$ cat config.mk
export PLATFORM = sky130hd
export DESIGN_NAME = dpkd_phase_divider_flat
export DESIGN_NICKNAME = d
export VERILOG_FILES = /design/src/rtl/dpkd_pkg.sv /design/src/rtl/dpkd_phase_divider_if.sv /design/src/rtl/dpkd_shift_acc.sv /design/src/rtl/dpkd_phase_divider.sv /design/src/flat_wrapper.sv
export SDC_FILE = /design/constraint.sdc
export NUM_CORES = 1
export LEC_CHECK = 0
export CAP_MARGIN = 25
export CORE_ASPECT_RATIO = 1.75
export CORE_MARGIN = 5
export CORE_UTILIZATION = 55
export CTS_CLUSTER_DIAMETER = 30
export DETAILED_ROUTE_END_ITERATION = 8
export GPL_TIMING_DRIVEN = 0
export PLACE_DENSITY = 0.83
export SLEW_MARGIN = 20
export SYNTH_ARGS = -nofsm -noshare
export SYNTH_HDL_FRONTEND = slang
export SYNTH_HIERARCHICAL = 1
export SYNTH_SLANG_ARGS = --single-unit
$ cat constraint.sdc
create_clock -name clk_i -period 3.4 [get_ports clk_i]
set_input_delay 0.51 -clock clk_i [delete_from_list [all_inputs] [get_ports clk_i]]
set_output_delay 0.51 -clock clk_i [all_outputs]
set_load 0.05 [all_outputs]
$ cat src/rtl/dpkd_pkg.sv
// Shared types, constants and helpers for the DPLL phase divider.
package dpkd_pkg;

   localparam int unsigned MIN_DIV = 2;

   typedef enum logic [1:0] {
      REQ_NONE = 2'd0,
      REQ_ADV  = 2'd1,
      REQ_RET  = 2'd2
   } req_e;

   // Signed saturation of a corrected period into [lo, hi].
   function automatic int clamp_int(input int value, input int lo, input int hi);
      if (value < lo) return lo;
      if (value > hi) return hi;
      return value;
   endfunction

endpackage

$ cat src/rtl/dpkd_phase_divider_if.sv
// Control/status bundle of the phase divider; master drives controls, slave is the divider.
interface dpkd_phase_divider_if #(
   parameter int unsigned CNT_W = 8
);

   logic             en_i;
   logic [CNT_W-1:0] div_ratio_i;
   logic             div_load_i;
   logic             positiveShift_i;
   logic             negativeShift_i;
   logic             output_o;
   logic             tick_o;
   logic [CNT_W-1:0] phase_o;
   logic             shift_ovf_o;

   modport master (
      output en_i, div_ratio_i, div_load_i, positiveShift_i, negativeShift_i,
      input  output_o, tick_o, phase_o, shift_ovf_o
   );

   modport slave (
      input  en_i, div_ratio_i, div_load_i, positiveShift_i, negativeShift_i,
      output output_o, tick_o, phase_o, shift_ovf_o
   );

endinterface

$ cat src/rtl/dpkd_shift_acc.sv
// Pending phase-shift accumulator: encodes advance/retard requests and saturates at +/-SHIFT_MAX.
// Build with DPKD_SHIFT_EDGE_EN to count only rising edges of the request inputs.
module dpkd_shift_acc
   import dpkd_pkg::*;
#(
   parameter int unsigned SHIFT_MAX = 8,
   parameter int unsigned ACC_W     = $clog2(SHIFT_MAX) + 2
) (
   input  logic                    clk,
   input  logic                    reset,
   input  logic                    advance,
   input  logic                    retard,
   input  logic                    wrap,
   output logic signed [ACC_W-1:0] acc,
   output logic                    ovf
);

   localparam logic signed [ACC_W:0] LIM = $signed((ACC_W+1)'(SHIFT_MAX));

   logic                  adv_c;
   logic                  ret_c;
   req_e                  req_c;
   logic signed [ACC_W:0] req_val_c;
   logic signed [ACC_W:0] sum_c;
   logic                  sat_c;

`ifdef DPKD_SHIFT_EDGE_EN
   logic adv_q;
   logic ret_q;

   always_ff @(posedge clk) begin
      if (reset) begin
         adv_q <= 1'b0;
         ret_q <= 1'b0;
      end else begin
         adv_q <= advance;
         ret_q <= retard;
      end
   end

   assign adv_c = advance & ~adv_q;
   assign ret_c = retard & ~ret_q;
`else
   assign adv_c = advance;
   assign ret_c = retard;
`endif

   // Opposing requests in the same cycle cancel out.
   always_comb begin
      req_c     = REQ_NONE;
      req_val_c = '0;
      if (adv_c && !ret_c)      req_c = REQ_ADV;
      else if (ret_c && !adv_c) req_c = REQ_RET;
      case (req_c)
         REQ_ADV: req_val_c = (ACC_W+1)'(1);
         REQ_RET: req_val_c = '1;
         default: req_val_c = '0;
      endcase
      sum_c = $signed({acc[ACC_W-1], acc}) + req_val_c;
      sat_c = (sum_c > LIM) || (sum_c < -LIM);
   end

   always_ff @(posedge clk) begin
      if (reset) begin
         acc <= '0;
         ovf <= 1'b0;
      end else if (wrap) begin
         acc <= req_val_c[ACC_W-1:0];
         ovf <= 1'b0;
      end else if (sat_c) begin
         ovf <= 1'b1;
      end else begin
         acc <= sum_c[ACC_W-1:0];
         ovf <= 1'b0;
      end
   end

endmodule

$ cat src/rtl/dpkd_phase_divider.sv
// Variable-ratio DPLL divider: square wave, period tick and phase count with per-period shift correction.
// Optional DPKD_SHIFT_EDGE_EN makes shift requests edge-triggered (see dpkd_shift_acc).
module dpkd_phase_divider
   import dpkd_pkg::*;
#(
   parameter int unsigned CNT_W       = 8,
   parameter int unsigned DIV_DEFAULT = 200,
   parameter int unsigned SHIFT_MAX   = 8
) (
   input logic                clk_i,
   input logic                reset_i,
   dpkd_phase_divider_if.slave bus
);

   localparam int unsigned   ACC_W     = $clog2(SHIFT_MAX) + 2;
   localparam int            MAX_DIV   = (2 ** CNT_W) - 1;
   localparam logic [CNT_W-1:0] DIV_RST   = CNT_W'(DIV_DEFAULT);
   localparam logic [CNT_W-1:0] MIN_DIV_W = CNT_W'(MIN_DIV);

   logic [CNT_W-1:0]        cnt;
   logic [CNT_W-1:0]        period_len;
   logic [CNT_W-1:0]        active_div;
   logic [CNT_W-1:0]        pending_div;
   logic                    load_pend;
   logic                    out_q;
   logic                    tick_q;
   logic signed [ACC_W-1:0] acc;
   logic                    shift_ovf;

   logic                    wrap_c;
   logic [CNT_W-1:0]        base_c;
   logic [CNT_W-1:0]        load_val_c;
   logic [CNT_W-1:0]        cnt_inc_c;
   logic [CNT_W-1:0]        next_len_c;
   logic signed [CNT_W+1:0] corr_c;

   dpkd_shift_acc #(
      .SHIFT_MAX (SHIFT_MAX),
      .ACC_W     (ACC_W)
   ) u_shift_acc (
      .clk     (clk_i),
      .reset   (reset_i),
      .advance (bus.positiveShift_i),
      .retard  (bus.negativeShift_i),
      .wrap    (wrap_c),
      .acc     (acc),
      .ovf     (shift_ovf)
   );

   // Next period length: base ratio minus pending shift, clamped; residue is dropped.
   always_comb begin
      wrap_c     = bus.en_i && (cnt == period_len - CNT_W'(1));
      base_c     = load_pend ? pending_div : active_div;
      corr_c     = $signed({2'b00, base_c}) -
                   $signed({{(CNT_W+2-ACC_W){acc[ACC_W-1]}}, acc});
      next_len_c = CNT_W'(clamp_int(int'(corr_c), int'(MIN_DIV), MAX_DIV));
      load_val_c = (bus.div_ratio_i < MIN_DIV_W) ? MIN_DIV_W : bus.div_ratio_i;
      cnt_inc_c  = cnt + CNT_W'(1);
   end

   always_ff @(posedge clk_i) begin
      if (reset_i) begin
         cnt         <= '0;
         period_len  <= DIV_RST;
         active_div  <= DIV_RST;
         pending_div <= DIV_RST;
         load_pend   <= 1'b0;
         out_q       <= 1'b1;
         tick_q      <= 1'b0;
      end else begin
         tick_q <= 1'b0;
         if (wrap_c) begin
            active_div <= base_c;
            period_len <= next_len_c;
            load_pend  <= 1'b0;
            cnt        <= '0;
            out_q      <= 1'b1;
            tick_q     <= 1'b1;
         end else if (bus.en_i) begin
            cnt   <= cnt_inc_c;
            out_q <= (cnt_inc_c < (period_len >> 1));
         end
         // A load in the wrap cycle survives the clear above and applies at the next wrap.
         if (bus.div_load_i) begin
            pending_div <= load_val_c;
            load_pend   <= 1'b1;
         end
      end
   end

   assign bus.output_o    = out_q;
   assign bus.tick_o      = tick_q;
   assign bus.phase_o     = cnt;
   assign bus.shift_ovf_o = shift_ovf;

endmodule

$ cat src/flat_wrapper.sv
// flat-port wrapper written by rule: the top's interface ports become plain ports
module dpkd_phase_divider_flat import dpkd_pkg::*;
#(
   parameter int unsigned CNT_W       = 8,
   parameter int unsigned DIV_DEFAULT = 200,
   parameter int unsigned SHIFT_MAX   = 8
)
  (clk_i, reset_i, bus_en_i, bus_div_ratio_i, bus_div_load_i, bus_positiveShift_i, bus_negativeShift_i, bus_output_o, bus_tick_o, bus_phase_o, bus_shift_ovf_o);
  dpkd_phase_divider_if #(.CNT_W(CNT_W)) bus_i ();
  input logic clk_i;
  input logic reset_i;
  input wire logic [$bits(bus_i.en_i)-1:0] bus_en_i;
  input wire logic [$bits(bus_i.div_ratio_i)-1:0] bus_div_ratio_i;
  input wire logic [$bits(bus_i.div_load_i)-1:0] bus_div_load_i;
  input wire logic [$bits(bus_i.positiveShift_i)-1:0] bus_positiveShift_i;
  input wire logic [$bits(bus_i.negativeShift_i)-1:0] bus_negativeShift_i;
  output wire logic [$bits(bus_i.output_o)-1:0] bus_output_o;
  output wire logic [$bits(bus_i.tick_o)-1:0] bus_tick_o;
  output wire logic [$bits(bus_i.phase_o)-1:0] bus_phase_o;
  output wire logic [$bits(bus_i.shift_ovf_o)-1:0] bus_shift_ovf_o;
  assign bus_i.en_i = bus_en_i;
  assign bus_i.div_ratio_i = bus_div_ratio_i;
  assign bus_i.div_load_i = bus_div_load_i;
  assign bus_i.positiveShift_i = bus_positiveShift_i;
  assign bus_i.negativeShift_i = bus_negativeShift_i;
  assign bus_output_o = bus_i.output_o;
  assign bus_tick_o = bus_i.tick_o;
  assign bus_phase_o = bus_i.phase_o;
  assign bus_shift_ovf_o = bus_i.shift_ovf_o;
  dpkd_phase_divider #(.CNT_W(CNT_W), .DIV_DEFAULT(DIV_DEFAULT), .SHIFT_MAX(SHIFT_MAX)) u_core (.clk_i(clk_i), .reset_i(reset_i), .bus(bus_i));
endmodule
# After elaboration in Yosys (flattened, before gate mapping)
# Index checks and enable logic that the tools add are counted.
# totals
output_inout_bits,11
inputBits,14
ff_bits,41
word_cells,49
# op_classes
n_reduce_logical,8
add_sub_neg,4
order_cmp,6
n_eq_ne,4
mux,18
# ops
cell,count
2-to-1 mux 8 bit,5
one-hot mux 6 bit (2 select lines),1
"> comparator 10 x 9 -> 1 bit, second input constant",1
"< comparator 10 x 3 -> 1 bit, second input constant",1
2-to-1 mux 5 bit,2
subtractor 9 x 5 -> 10 bit,1
"adder 8 x 1 -> 8 bit, second input constant",1
== test 8 bit,1
"< comparator 8 x 2 -> 1 bit, second input constant",1
< comparator 8 x 7 -> 1 bit,1
"subtractor 8 x 1 -> 8 bit, second input constant",1
2-to-1 mux 1 bit,7
adder 5 x 6 -> 6 bit,1
"> comparator 6 x 5 -> 1 bit, second input constant",1
"< comparator 6 x 4 -> 1 bit, second input constant",1
2-to-1 mux 2 bit,3
logical AND 1 bit,3
"== test 2 x 1 -> 1 bit, second input constant",1
"== test 2 bit, second input constant",1
zero test 1 bit,2
"!= test 2 bit, second input constant",1
nonzero test 2 bit,1
OR reduction 2 bit,1
logical OR 1 bit,1

# Logic depth before layout (Yosys ltp)
# Gate-level depths: netlist of the first run.
# depth
depth_word,11
depth_mapped,13

# Cells and area by module
# Netlist of the first run, hierarchy kept.
# modules_own_cells
module,cells_each,n_inst,seq_area_each_um2,area_per_inst_um2
dpkd_phase_divider,281,1,700.7,2371.0
dpkd_shift_acc,100,1,120.1,874.6

# Worst setup path before layout of the first run
# No wires, ideal clock.
# synth_path
path_kind,in2reg
start,input bus_positiveShift_i
end,register u_core.u_shift_acc.acc[3]
required_time_ps,3281
path_slack_ps,314
setup_time_ps,119
cell_stages,13
t_arrival_ps,2967
path_buffers,3
cell_sequence,inv_1 ha_1 buf_6 clkbuf_1 xor2_1 ha_1 nor3_1 o21ba_4 or4_4 buf_6 a41oi_4 o21ai_2 o221a_1
# synth_between
elab_chain_cells,10
word_cells_on_any_way,15
cone_classes,add/sub (1); order compare (2); eq/ne (3); mux (5); reduce/logical (4)
# synth_rtl
element,line,rtl
start: declaration,flat_wrapper.sv:15,input wire logic [$bits(bus_i.positiveShift_i)-1:0] bus_positiveShift_i;
zero test 1 bit,dpkd_shift_acc.sv:53,else if (ret_c && !adv_c) req_c = REQ_RET;
logical AND 1 bit,dpkd_shift_acc.sv:53,
2-to-1 mux 2 bit,dpkd_shift_acc.sv:53,
2-to-1 mux 2 bit *,dpkd_shift_acc.sv:52,if (adv_c && !ret_c) req_c = REQ_ADV;
== test 2 bit or == test 2 x 1 -> 1 bit (tied branches),dpkd_shift_acc.sv:54,case (req_c)
one-hot mux 6 bit (2 select lines) *,dpkd_shift_acc.sv:54,
adder 5 x 6 -> 6 bit,dpkd_shift_acc.sv:59,"sum_c = $signed({acc[ACC_W-1], acc}) + req_val_c;"
> comparator 6 x 5 -> 1 bit or < comparator 6 x 4 -> 1 bit (tied branches),dpkd_shift_acc.sv:60,sat_c = (sum_c > LIM) || (sum_c < -LIM);
logical OR 1 bit,dpkd_shift_acc.sv:60,
!= test 2 bit (no source line),n/a,
end signal: assignment,dpkd_shift_acc.sv:68,acc <= req_val_c[ACC_W-1:0];
end signal: assignment,dpkd_shift_acc.sv:73,acc <= sum_c[ACC_W-1:0];
end: declaration,dpkd_shift_acc.sv:14,"output logic signed [ACC_W-1:0] acc,"
# Mark *: on every way between the ends. The rest lies on a longest branch, timed or not. The select of a mux whose other input is x is not followed.
# A chain may end at the register's enable or synchronous reset.

# Worst setup path in the final report of the first run
# Ends and elaborated chain as after synthesis.

==> impl_metrics.env, run 1 <==
export IMPL_die_w_um=68.1
export IMPL_grt_pass1_wl_mm=12.2
export IMPL_totalWireLength_mm=7.41
export IMPL_portBuffers=24
export IMPL_synthFlopType="dfxtp_1"
export IMPL_path_clk_slew_ns=0.08
export IMPL_postCtsSetupRepairBufs=0
export IMPL_max_vdd_ir_drop_mv=0.480
export IMPL_power_total_mw=2.14
export IMPL_postRouteAntennaNets=0
export IMPL_rsz0062_at_grt="no"
export IMPL_setup_violations=0
export IMPL_worstPathArrival_ns=3.46
export IMPL_synthesis_area_um2=3250
export IMPL_max_freq_ghz=0.306
export IMPL_ys_async_sr_fraction=0
export IMPL_final_util=0.632
export IMPL_rrSetupSlack_ns=0.14
export IMPL_ys_types=76
export IMPL_worstSetupPathType="input port to flop"
export IMPL_slew_headroom=0.347
export IMPL_antenna_found_initial=0
export IMPL_numCtsBuffers=5
export IMPL_cp_max_fo=6
export IMPL_synth_edf_count=0
export IMPL_syn_nets=417
export IMPL_final_cell_mix="nor2_1 (43), dfxtp_1 (41), clkdlybuf4s50_1 (24), xor2_1 (24), nand2_1 (23)"
export IMPL_initial_core_util=0.556
export IMPL_holdWs_ns=0.479
export IMPL_dr_pass1_iters=4
export IMPL_grt_remaining_overflow=0
export IMPL_postSynthAreaPerCell_um2=8.52
export IMPL_synthCells=381
export IMPL_num_antenna_cells=0
export IMPL_ys_seq_area_frac=0.253
export IMPL_dp_hpwl_mm=5.76
export IMPL_rows=37
export IMPL_ys_seq_elements=41
export IMPL_vias=2843
export IMPL_post_drt_wl_per_cell_um=15.2
export IMPL_drv_slew=0
export IMPL_clock_sinks=41
export IMPL_max_cap_viol_count=0
export IMPL_tightest_slew_ns=0.972
export IMPL_drive_gt1_frac=0.127
export IMPL_grt_pass1_vias=2783
export IMPL_run_status="finished clean"
export IMPL_p_per_area_nw_per_um2=580
export IMPL_n_fill_cell=525
export IMPL_period_share=0.961
export IMPL_p_leak_nw=1.56
export IMPL_root_buffer="clkbuf_8"
export IMPL_die_h_um=112
export IMPL_cts_hold_buf=0
export IMPL_critPathCaptureType="flop"
export IMPL_nNetsFinal=445
export IMPL_io_pins=25
export IMPL_grt_max_degree=20
export IMPL_drc_errors=0
export IMPL_drt_iter0_drc=103
export IMPL_insertion_delay_ns=0.30
export IMPL_hold_violations=0
export IMPL_place_congestion=0.889
export IMPL_grt_use_total=0.204
export IMPL_finish_instance_area_um2=3690
export IMPL_start_kind="input port"
export IMPL_cts_tree="built"
export IMPL_htreeDepth=2
export IMPL_hold_path_class="flop to flop"
export IMPL_timing_final_crit_period_ns=3.27
export IMPL_areaGrowthSynthToFinish_pct=13.6
export IMPL_critPathRequiredTime_ns=3.59
export IMPL_cts_max_path_buffers=2
export IMPL_die_area_um2=7600
export IMPL_coreArea_um2=5830
export IMPL_final_common_cell="nor2_1"
export IMPL_worst_clock_skew_ns=0.00501
export IMPL_post_dp_cell_area_um2=3580
export IMPL_ys_warnings_count=6
export IMPL_viasPerCell=5.84
## cell families after synthesis
| logic type | count (synthesis) | synth area share |
|---|---|---|
| and+or+nand+nor | 122 | 0.200 |
| AOI/OAI and AO/OA | 93 | 0.223 |
| buffers and inverters | 46 | 0.0709 |
| DFF | 41 | 0.253 |
| xor gates and xnor gates | 34 | 0.0917 |
| muxes | 23 | 0.0744 |
| adders and majority gates | 22 | 0.0871 |
## cells in the mapped netlist (all sizes together), types with 3 or more instances
library cell,count,area (um^2)
mux2i,14,140
a21boi,7,56.3
o22ai,3,18.8
o21a,3,22.5
nand2b,3,18.8
and2,3,20.0
dfxtp,41,821
xor2,24,210
o21bai,4,30.0
nand3,4,20.0
a211o,9,78.8
and4,3,26.3
a31oi,5,31.3
ha,21,263
buf,11,92.6
inv,22,82.6
a21oi,20,100
nor3,7,40.0
or4,3,26.3
xnor2,10,87.6
mux2,9,101
and3,7,48.8
nor2,43,161
clkbuf,11,42.5
nand2,23,86.3
nand4,4,25.0
o31ai,3,27.5
o21ba,3,36.3
nor2b,10,70.1
o21ai,11,58.8
a211oi,4,42.5
or2,4,25.0
## worst paths after layout
check / from / to / cells after the start
max: bus_positiveShift_i / u_core/u_shift_acc/acc[3]$_SDFFE_PP0P_ / 13
min: u_core/active_div[0]$_SDFFE_PP0P_ / u_core/active_div[0]$_SDFFE_PP0P_ / 2
max reg2reg: u_core/load_pend$_SDFFE_PP0P_ / u_core/period_len[6]$_SDFFE_PP1P_ / 9
min reg2reg: u_core/active_div[0]$_SDFFE_PP0P_ / u_core/active_div[0]$_SDFFE_PP0P_ / 2
## metrics by stage
step | setup slack (ns) | std cells | TNS [ns]
finish | 0.133 | 487 | 0
global route | 0.00428 | 487 | 0
CTS | 0.0162 | 488 | 0
detailed placement | -0.420 | 483 | -2.17
global placement | -0.389 | 483 | -1.88
floorplan | 0.314 | 381 | 0
## repair_timing
action / 4_1_cts / 5_1_grt
pin swaps: 0 / 0
endpoints found under the setup margin: 9 / 11
resized for setup: 0 / 5
## flip-flops by register name, indices dropped and copies added (netlist names)
signal	cells
u_core/active_div	8
u_core/bus.output_o	1
u_core/bus.phase_o	8
u_core/bus.tick_o	1
u_core/load_pend	1
u_core/pending_div	8
u_core/period_len	8
u_core/u_shift_acc/acc	5
u_core/u_shift_acc/ovf	1
## report_power, final
| part | switching (mW) | total [mW] | internal (mW) |
|---|---|---|---|
| Sequential | 0.0412 | 0.564 | 0.523 |
| Combinational | 0.721 | 1.24 | 0.521 |
| Clock | 0.172 | 0.333 | 0.161 |
## worst max-delay path: stages
cell and delay, ns:
clkdlybuf4s50_1 0.45, inv_1 0.05, ha_1 0.28, inv_1 0.15, ha_4 0.19, ha_2 0.21
nor3_1 0.06, o21ba_4 0.21, or4_4 0.53, buf_6 0.15, a41oi_4 0.27, o21ai_2 0.12
o221a_1 0.26
## cell type report
type,count,area (um^2),share of cell area
Inverter,24,95.1,0.0258
Tap cell,78,97.6,0.0265
Timing Repair Buffer,24,240,0.0651
Buffer,19,124,0.0336
Sequential cell,41,821,0.223
Clock inverter,1,7.51,0.00204
Clock buffer,6,82.6,0.0224
Multi-Input combinational cell,294,2220,0.602
## routing by layer
layer / vias up / track usage / wire, um
li1: 1413 / - / -
met1: 1342 / 0.200 / 2710
met2: 60 / 0.374 / 4120
met3: 28 / 0.0353 / 202
met4: 0 / 0.118 / 374
met5: - / 0 / 0
(Power assumes the default switching activity.)
==> run 2, diff against run 1 <==
Settings changed: CORE_ASPECT_RATIO 1.75 to unset.
==> run 2 against run 1 <==
  * Utilization is essentially flat
  * Clock power shrank 6.0%
  * Via count shrank 1.1%
  * Worst setup slack gained 0.024 ns
  * Global-route usage shrank 0.73 points
  * Worst hold slack lost 0.0068 ns
  * Wire length shrank 5.4%
  * Die area shrank 0.79%
  * Critical path type unchanged
  * Critical endpoint unchanged
==> impl_metrics.env, run 2 (synthesis gave the netlist of run 1 again) <==
export IMPL_antenna_found_initial=0
export IMPL_worstPathArrival_ns=3.43
export IMPL_drv_slew=0
export IMPL_grt_remaining_overflow=0
export IMPL_final_common_cell="nor2_1"
export IMPL_totalWireLength_mm=7.01
export IMPL_cpPeakStageDelay_ns=0.53
export IMPL_slew_headroom=0.364
export IMPL_die_w_um=86.8
export IMPL_holdWs_ns=0.472
export IMPL_rows=28
export IMPL_swShare=0.437
export IMPL_cts_tree="built"
export IMPL_max_cap_viol_count=0
export IMPL_die_area_um2=7540
export IMPL_n_fill_cell=488
export IMPL_reg2reg_depth=9
export IMPL_areaGrowthSynthToFinish_pct=13.3
export IMPL_nNetsFinal=445
export IMPL_run_status="finished clean"
export IMPL_die_h_um=86.8
export IMPL_slowest_stage="or4_4"
export IMPL_seqPwrFrac=0.268
export IMPL_drive_gt1_frac=0.127
export IMPL_initial_core_util=0.558
export IMPL_cp_max_fo=6
export IMPL_p_per_area_nw_per_um2=571
export IMPL_coreArea_um2=5820
export IMPL_worstHoldPathCells=2
export IMPL_place_congestion=0.911
export IMPL_start_kind="input port"
export IMPL_cts_hold_buf=0
export IMPL_setup_violations=0
export IMPL_cts_max_path_buffers=2
export IMPL_p_int_mw=1.18
export IMPL_critPathRequiredTime_ns=3.59
export IMPL_comb_power_share=0.583
export IMPL_hold_violations=0
export IMPL_grt_use_total=0.196
export IMPL_finish_instance_area_um2=3680
export IMPL_final_cell_mix="nor2_1 (43), dfxtp_1 (41), clkdlybuf4s50_1 (24), xor2_1 (24), nand2_1 (23)"
export IMPL_drt_iter0_drc=119
export IMPL_p_switching_mw=0.916
export IMPL_portBuffers=24
export IMPL_insertion_delay_ns=0.30
export IMPL_post_dp_cell_area_um2=3580
export IMPL_path_clk_slew_ns=0.07
export IMPL_finalSetupTns_ns=0
export IMPL_grt_max_degree=20
export IMPL_postCtsSetupRepairBufs=0
export IMPL_worst_clock_skew_ns=0.00687
export IMPL_numCtsBuffers=5
export IMPL_p_leak_nw=1.56
export IMPL_timing_final_crit_period_ns=3.24
export IMPL_io_pins=25
export IMPL_postRouteAntennaNets=0
export IMPL_clock_sinks=41
export IMPL_path_depth=13
export IMPL_worstSetupPathType="input port to flop"
export IMPL_post_drt_wl_per_cell_um=14.5
export IMPL_vias=2812
export IMPL_grt_pass1_wl_mm=12.2
export IMPL_clockPowerShare=0.149
export IMPL_num_antenna_cells=0
export IMPL_crit_chain="clkdlybuf4s50_1 > inv_1 > ha_1 > inv_1 > ha_2 > ha_1 > nor3_1 > o21ba_4 > or4_4 > buf_6 > a41oi_4 > o21ai_2 > o221a_1"
export IMPL_dp_hpwl_mm=5.33
export IMPL_root_buffer="clkbuf_8"
export IMPL_max_freq_ghz=0.308
export IMPL_critPathCaptureType="flop"
export IMPL_hold_path_class="flop to flop"
export IMPL_htreeDepth=2
export IMPL_drc_errors=0
export IMPL_grt_pass1_vias=2711
export IMPL_dr_pass1_iters=4
export IMPL_cp_num_buf_inv=4
export IMPL_crit_family="compound AO/OA/AOI/OAI gates"
export IMPL_period_share=0.954
export IMPL_max_vdd_ir_drop_mv=0.534
export IMPL_viasPerCell=5.80
export IMPL_tightest_slew_ns=0.946
## run 2: path summary, 6_finish.rpt
kind	startpoint	endpoint	slack, ns
setup / recovery	bus_positiveShift_i	u_core/u_shift_acc/acc[3]$_SDFFE_PP0P_	0.16
setup reg to reg	u_core/load_pend$_SDFFE_PP0P_	u_core/period_len[3]$_SDFFE_PP1P_	0.20
hold / removal	u_core/active_div[0]$_SDFFE_PP0P_	u_core/active_div[0]$_SDFFE_PP0P_	0.47
hold reg to reg	u_core/active_div[0]$_SDFFE_PP0P_	u_core/active_div[0]$_SDFFE_PP0P_	0.47
## run 2: layer usage
layer | global-route usage | wire, um | vias to the layer above
met5 | 0 | 0 | -
met4 | 0.0538 | 79 | 0
met3 | 0.0352 | 230 | 9
met2 | 0.332 | 3390 | 56
met1 | 0.256 | 3310 | 1339
li1 | - | - | 1408
## run 2: area by class of cell
type	instances	area (um^2)	area share
clock inverter	3	17.5	0.00476
timing repair buffer	24	240	0.0653
inverter	24	95.1	0.0259
tap	75	93.8	0.0255
buffer	19	124	0.0337
sequential	41	821	0.223
multi-input combinational	294	2220	0.603
clock buffer	5	68.8	0.0187
## run 2: stage by stage
step / setup slack, ns / cells / util / total power, mW
floorplan: 0.314 / 381 / - / 1.51
global placement: -0.339 / 480 / 0.616 / 1.71
detailed placement: -0.365 / 480 / 0.616 / 1.75
CTS: 0.0684 / 487 / 0.631 / 2.07
global route: -0.0399 / 485 / 0.632 / 2.26
finish: 0.157 / 485 / 0.632 / 2.10
## run 2: power by group through the flow
stage	clock [mW]	combinational (mW)	sequential [mW]
after floorplan	0	0.923	0.591
after global placement	0	1.14	0.570
after detailed placement	0	1.18	0.571
after CTS	0.319	1.19	0.559
after global routing	0.346	1.35	0.569
final	0.313	1.22	0.562
## run 2: timing repair
item,in CTS,in global routing
gates resized for setup,1,3
pin swaps,0,0
setup endpoints to repair,7,11
## run 2: tightest hold or removal path, cell delays in order (launching register included)
cell and delay, ns:
dfxtp_1 0.32, nand2_1 0.06, a21oi_1 0.05
==> run 3, diff against run 2 <==
Settings changed: CORE_MARGIN 5 to 2.
==> run 3 against run 2 <==
  * Die area down 13%
  * Worst hold slack worse by 0.013 ns
  * Largest power group unchanged
  * Non-clock buffer count up 1
  * Worst setup slack worse by 0.041 ns
  * Cell count down 0.41%
  * Wire length up 0.31%
  * Clock-buffer cell count unchanged
  * Critical path depth down 3
  * Sequential share of layout area down 0.36 points
  * Global-route usage up 2.9 points
==> impl_metrics.env, run 3 (synthesis gave the netlist of run 1 again) <==
export IMPL_grt_max_degree=20
export IMPL_die_w_um=80.8
export IMPL_worst_clock_skew_ns=0.00897
export IMPL_p_int_mw=1.34
export IMPL_power_total_mw=2.28
export IMPL_drt_iter0_drc=165
export IMPL_htreeDepth=2
export IMPL_rows=27
export IMPL_critPathRequiredTime_ns=3.58
export IMPL_comb_power_share=0.546
export IMPL_r2r_start="u_core/load_pend$_SDFFE_PP0P_"
export IMPL_path_clk_slew_ns=0.08
export IMPL_clockPowerShare=0.207
export IMPL_slew_headroom=0.305
export IMPL_n_fill_cell=477
export IMPL_final_util=0.666
export IMPL_seqPwrFrac=0.247
export IMPL_run_status="finished clean"
export IMPL_reg2reg_depth=10
export IMPL_hold_path_class="flop to flop"
export IMPL_post_cts_resized=1
export IMPL_worstSetupPathType="flop to flop"
export IMPL_max_vdd_ir_drop_mv=0.489
export IMPL_numCtsBuffers=5
export IMPL_postCtsSetupRepairBufs=0
export IMPL_drc_errors=0
export IMPL_post_drt_wl_per_cell_um=14.6
export IMPL_cts_max_path_buffers=2
export IMPL_cp_max_fo=9
export IMPL_rsz0062_at_grt="no"
export IMPL_grt_pass1_wl_mm=11.8
export IMPL_timing_final_crit_period_ns=3.28
export IMPL_initial_core_util=0.579
export IMPL_p_leak_nw=1.58
export IMPL_grt_pass1_vias=2649
export IMPL_worstPathArrival_ns=3.46
export IMPL_die_area_um2=6530
export IMPL_min_from="u_core/active_div[0]$_SDFFE_PP0P_"
export IMPL_p_per_area_nw_per_um2=610
export IMPL_period_share=0.966
export IMPL_max_freq_ghz=0.304
export IMPL_start_kind="flop"
export IMPL_final_common_cell="nor2_1"
export IMPL_grt_remaining_overflow=0
export IMPL_totalWireLength_mm=7.04
export IMPL_postRouteAntennaNets=0
export IMPL_critPathCaptureType="flop"
export IMPL_swShare=0.411
export IMPL_place_congestion=0.902
export IMPL_io_pins=25
export IMPL_drv_slew=0
export IMPL_crit_path_start="u_core/load_pend$_SDFFE_PP0P_"
export IMPL_setup_violations=0
export IMPL_dp_hpwl_mm=5.36
export IMPL_die_h_um=80.8
export IMPL_clock_sinks=41
export IMPL_max_cap_viol_count=0
export IMPL_vias=2792
export IMPL_areaGrowthSynthToFinish_pct=15.2
export IMPL_dr_pass1_iters=4
export IMPL_viasPerCell=5.78
export IMPL_drive_gt1_frac=0.134
export IMPL_antenna_found_initial=0
export IMPL_rrSetupSlack_ns=0.12
export IMPL_root_buffer="clkbuf_8"
export IMPL_cts_tree="built"
export IMPL_portBuffers=24
export IMPL_multi_input_area_um2=2220
export IMPL_worstHoldPathCells=2
export IMPL_grt_use_total=0.225
export IMPL_coreArea_um2=5610
export IMPL_num_antenna_cells=0
export IMPL_p_switching_mw=0.937
export IMPL_regArea_um2=821
export IMPL_insertion_delay_ns=0.29
export IMPL_hold_violations=0
export IMPL_tightest_slew_ns=1.03
export IMPL_cts_hold_buf=0
export IMPL_final_cell_mix="nor2_1 (43), dfxtp_1 (41), clkdlybuf4s50_1 (24), xor2_1 (24), nand2_1 (23)"
export IMPL_nNetsFinal=446
==> run 3: cell count changes in the layout (fill, tap and decap cells not counted) <==
cell       before  now
mux2i_2         1    2
clkinv_1        1    0
o21ai_1         0    1
o21ai_0        10    9
clkbuf_2        1    2
inv_6           0    1
mux2i_1        13   12
clkinv_2        2    0
bufinv_16       0    2
==> run 3: final timing paths <==
| path | end |
|---|---|
| max | u_core/period_len[3]$_SDFFE_PP1P_ |
| min | u_core/active_div[0]$_SDFFE_PP0P_ |
| max reg2reg | u_core/period_len[3]$_SDFFE_PP1P_ |
| min reg2reg | u_core/active_div[0]$_SDFFE_PP0P_ |
==> run 3: critical path, cell delays in order, from the launching register on <==
cell and delay [ns]:
dfxtp_1 0.58, mux2_2 0.40, ha_1 0.27, clkbuf_1 0.30, a21oi_1 0.21, a21oi_1 0.27
o41ai_2 0.15, or2_2 0.31, mux2i_2 0.28, a21boi_1 0.12, a211o_1 0.28
==> run 3: area by class of cell <==
type                            instances  share of cell area
Buffer                                 20              0.0345
Clock buffer                            5              0.0184
Clock inverter                          3              0.0184
Inverter                               24              0.0264
Multi-Input combinational cell        294               0.594
Sequential cell                        41               0.220
Tap cell                               72              0.0241
Timing Repair Buffer                   24              0.0643
==> run 3: per-layer routing <==
metal | part of all wire | GRT usage | up-vias
met5 | 0 | 0 | -
met4 | 0.0037 | 0.0458 | 0
met3 | 0.039 | 0.0389 | 4
met2 | 0.49 | 0.388 | 55
met1 | 0.47 | 0.296 | 1325
li1 | - | - | 1408
==> run 3: power by group through the flow <==
| stage | combinational (mW) | clock, mW | sequential [mW] |
|---|---|---|---|
| floorplan | 0.923 | 0 | 0.591 |
| global placement | 1.15 | 0 | 0.569 |
| detailed placement | 1.18 | 0 | 0.571 |
| CTS | 1.20 | 0.485 | 0.562 |
| global route | 1.35 | 0.502 | 0.569 |
| finish | 1.24 | 0.471 | 0.563 |
==> run 3: stage by stage <==
step                std cells  hold slack (ns)  setup slack, ns  area, um^2  setup TNS [ns]
floorplan                 381            0.431            0.314        3250               0
global placement          477            0.439           -0.318        3580           -1.57
detailed placement        477            0.452           -0.363        3580           -1.89
CTS                       483            0.465            0.137        3710               0
global route              483            0.500           0.0236        3740               0
finish                    483            0.459            0.115        3740               0
==> variant, RTL diff (settings of run 3) <==
`CNT_W` is set to 8 in 3 places; all go to 9.
--- a/src/rtl/dpkd_phase_divider_if.sv
+++ b/src/rtl/dpkd_phase_divider_if.sv
@@ -1,6 +1,6 @@
 // Control/status bundle of the phase divider; master drives controls, slave is the divider.
 interface dpkd_phase_divider_if #(
-   parameter int unsigned CNT_W = 8
+   parameter int unsigned CNT_W = 9
 );
 
    logic             en_i;
--- a/src/rtl/dpkd_phase_divider.sv
+++ b/src/rtl/dpkd_phase_divider.sv
@@ -3,7 +3,7 @@
 module dpkd_phase_divider
    import dpkd_pkg::*;
 #(
-   parameter int unsigned CNT_W       = 8,
+   parameter int unsigned CNT_W       = 9,
    parameter int unsigned DIV_DEFAULT = 200,
    parameter int unsigned SHIFT_MAX   = 8
 ) (
--- a/src/flat_wrapper.sv
+++ b/src/flat_wrapper.sv
@@ -1,7 +1,7 @@
 // flat-port wrapper written by rule: the top's interface ports become plain ports
 module dpkd_phase_divider_flat import dpkd_pkg::*;
 #(
-   parameter int unsigned CNT_W       = 8,
+   parameter int unsigned CNT_W       = 9,
    parameter int unsigned DIV_DEFAULT = 200,
    parameter int unsigned SHIFT_MAX   = 8
 )
Interface: changed (resized bus_div_ratio_i and bus_phase_o); port bits go from 25 to 27. The function was not compared with the original's and may differ.
==> variant against run 3 <==
Sequential cell count up 4; clock power down 27%; core utilization down 1.6 points; critical path depth up 3; setup slack better by 33 ps; wire length up 13%; first-iteration DRC count down 13%; clock skew up 4.7 ps; cell area up 11%; synthesized area up 13%; largest cell class unchanged; power up 5.5%.
==> variant: results <==
metrics = {
    "critical_path": {
        "crit_fanout": 6,
        "max_stage_delay_ps": 530,
        "crit_family": "compound AO/OA/AOI/OAI gates",
        "r2r_slack_ps": 150,
        "cp.arrival_ps": 3440,
        "cp_slowest_cell": "or4_4",
    },
    "yosys": {
        "syn_nets": 461,
        "syn_area_per_cell_um2": 8.70,
        "synth_ff_type": "dfxtp_1",
        "synth.area.top_cells": "dfxtp_1 25%, ha_1 8.2%, mux2i_1 5.5%",
        "ys_async_sr_fraction_pct": 0,
        "synth_warnings": 6,
        "ys_seq_area_share_pct": 24.6,
        "ys_top_cells_by_count": "45 x dfxtp_1, 44 x nor2_1, 24 x ha_1, 22 x inv_1, 22 x nand2_1",
        "ys_types": 84,
    },
    "clocking": {
        "clockBufferDepth": 2,
        "htree_levels": 2,
        "clk_pin_slew_ps": 90,
        "clkLatencyLatePin_ps": 300,
        "cts_inserted_buffers": 5,
        "cts_root_buffer": "clkbuf_8",
    },
    "power_and_ir_drop": {
        "pg_comb_mw": 1.45,
        "p_seq_mw": 0.613,
        "p_sw_share_pct": 44.7,
        "power.leakage_nw": 1.65,
        "vdd_drop_max_mv": 0.392,
        "switchingPower_mw": 1.07,
    },
    "route": {
        "routed_via_density": 5.90,
        "first_pass_iters": 4,
        "wl_mm": 7.93,
        "drt_iter0_markers": 144,
    },
    "layout": {
        "finalNonFillerCells": 530,
        "fill_cells": 540,
        "diodes": 0,
        "drive_gt1_share_pct": 15.7,
        "area_growth_pct": 13.3,
        "layout.nets": 492,
    },
    "grt": {
        "grt_util_all_layers_pct": 22.5,
        "met1_usage_pct": 29.1,
        "grt_pass1_wl_mm": 13.7,
        "antenna_found_initial": 0,
        "grt.met2_usage_pct": 39.1,
        "grt_pass1_vias": 3060,
        "grtUsageMet3_pct": 3.75,
        "grt_max_degree": 20,
    },
    "timing": {
        "worstMarginPinSlew_ps": 612,
        "timing.final.max_slew_violations": 0,
        "period_needed_ps": 3250,
        "holdWs_ps": 483,
        "skew_ps": 13.7,
    },
    "outcome": {
        "status": "finished clean",
    },
    "placement": {
        "placed_cell_area_um2": 4020,
        "dp_cells": 524,
        "place_hpwl_mm": 6.16,
        "io_buffers": 26,
        "dp_slack_ps": -406,
        "gp_congestion": 0.928,
    },
    "hold_path": {
        "hold_path.class": "reg2reg",
    },
}
## variant: cells by family (layout without fill, tap and decap cells)
| group | Yosys count | count (layout) | share of synthesized area (%) |
|---|---|---|---|
| AOI/OAI and AO/OA | 103 | 103 | 22.3 |
| xor gates and xnor gates | 34 | 34 | 8.54 |
| adders and majority gates | 25 | 25 | 8.74 |
| buffers and inverters | 44 | 76 | 6.08 |
| DFF | 45 | 45 | 24.6 |
| muxes | 29 | 29 | 8.23 |
| and+or+nand+nor | 141 | 141 | 21.5 |
## variant: path summary, 6_finish.rpt
check,cells after the start,start,endpoint
max,13,bus_positiveShift_i,u_core/u_shift_acc/acc[3]$_SDFFE_PP0P_
min,2,u_core/bus.output_o$_SDFFE_PP1P_,u_core/bus.output_o$_SDFFE_PP1P_
min reg2reg,2,u_core/bus.output_o$_SDFFE_PP1P_,u_core/bus.output_o$_SDFFE_PP1P_
max reg2reg,11,u_core/load_pend$_SDFFE_PP0P_,u_core/period_len[5]$_SDFFE_PP0P_
## variant: routing by layer
metal / up-vias / wire length (um)
met1: 1475 / 3660
met2: 58 / 3900
li1: 1589 / -
met5: - / 0
met3: 6 / 311
met4: 0 / 59
## variant: repair_timing
item,in CTS,in global routing
buffers inserted,0,1
setup endpoints to repair,14,11
resized for setup,3,9
pin swaps,0,1
## variant: area by class of cell
type / count / area share [%]
Timing Repair Buffer: 27 / 6.45
Buffer: 16 / 2.71
Inverter: 25 / 2.38
Multi-Input combinational cell: 332 / 62.0
Clock inverter: 3 / 0.603
Clock buffer: 5 / 1.66
Tap cell: 77 / 2.32
Sequential cell: 45 / 21.9
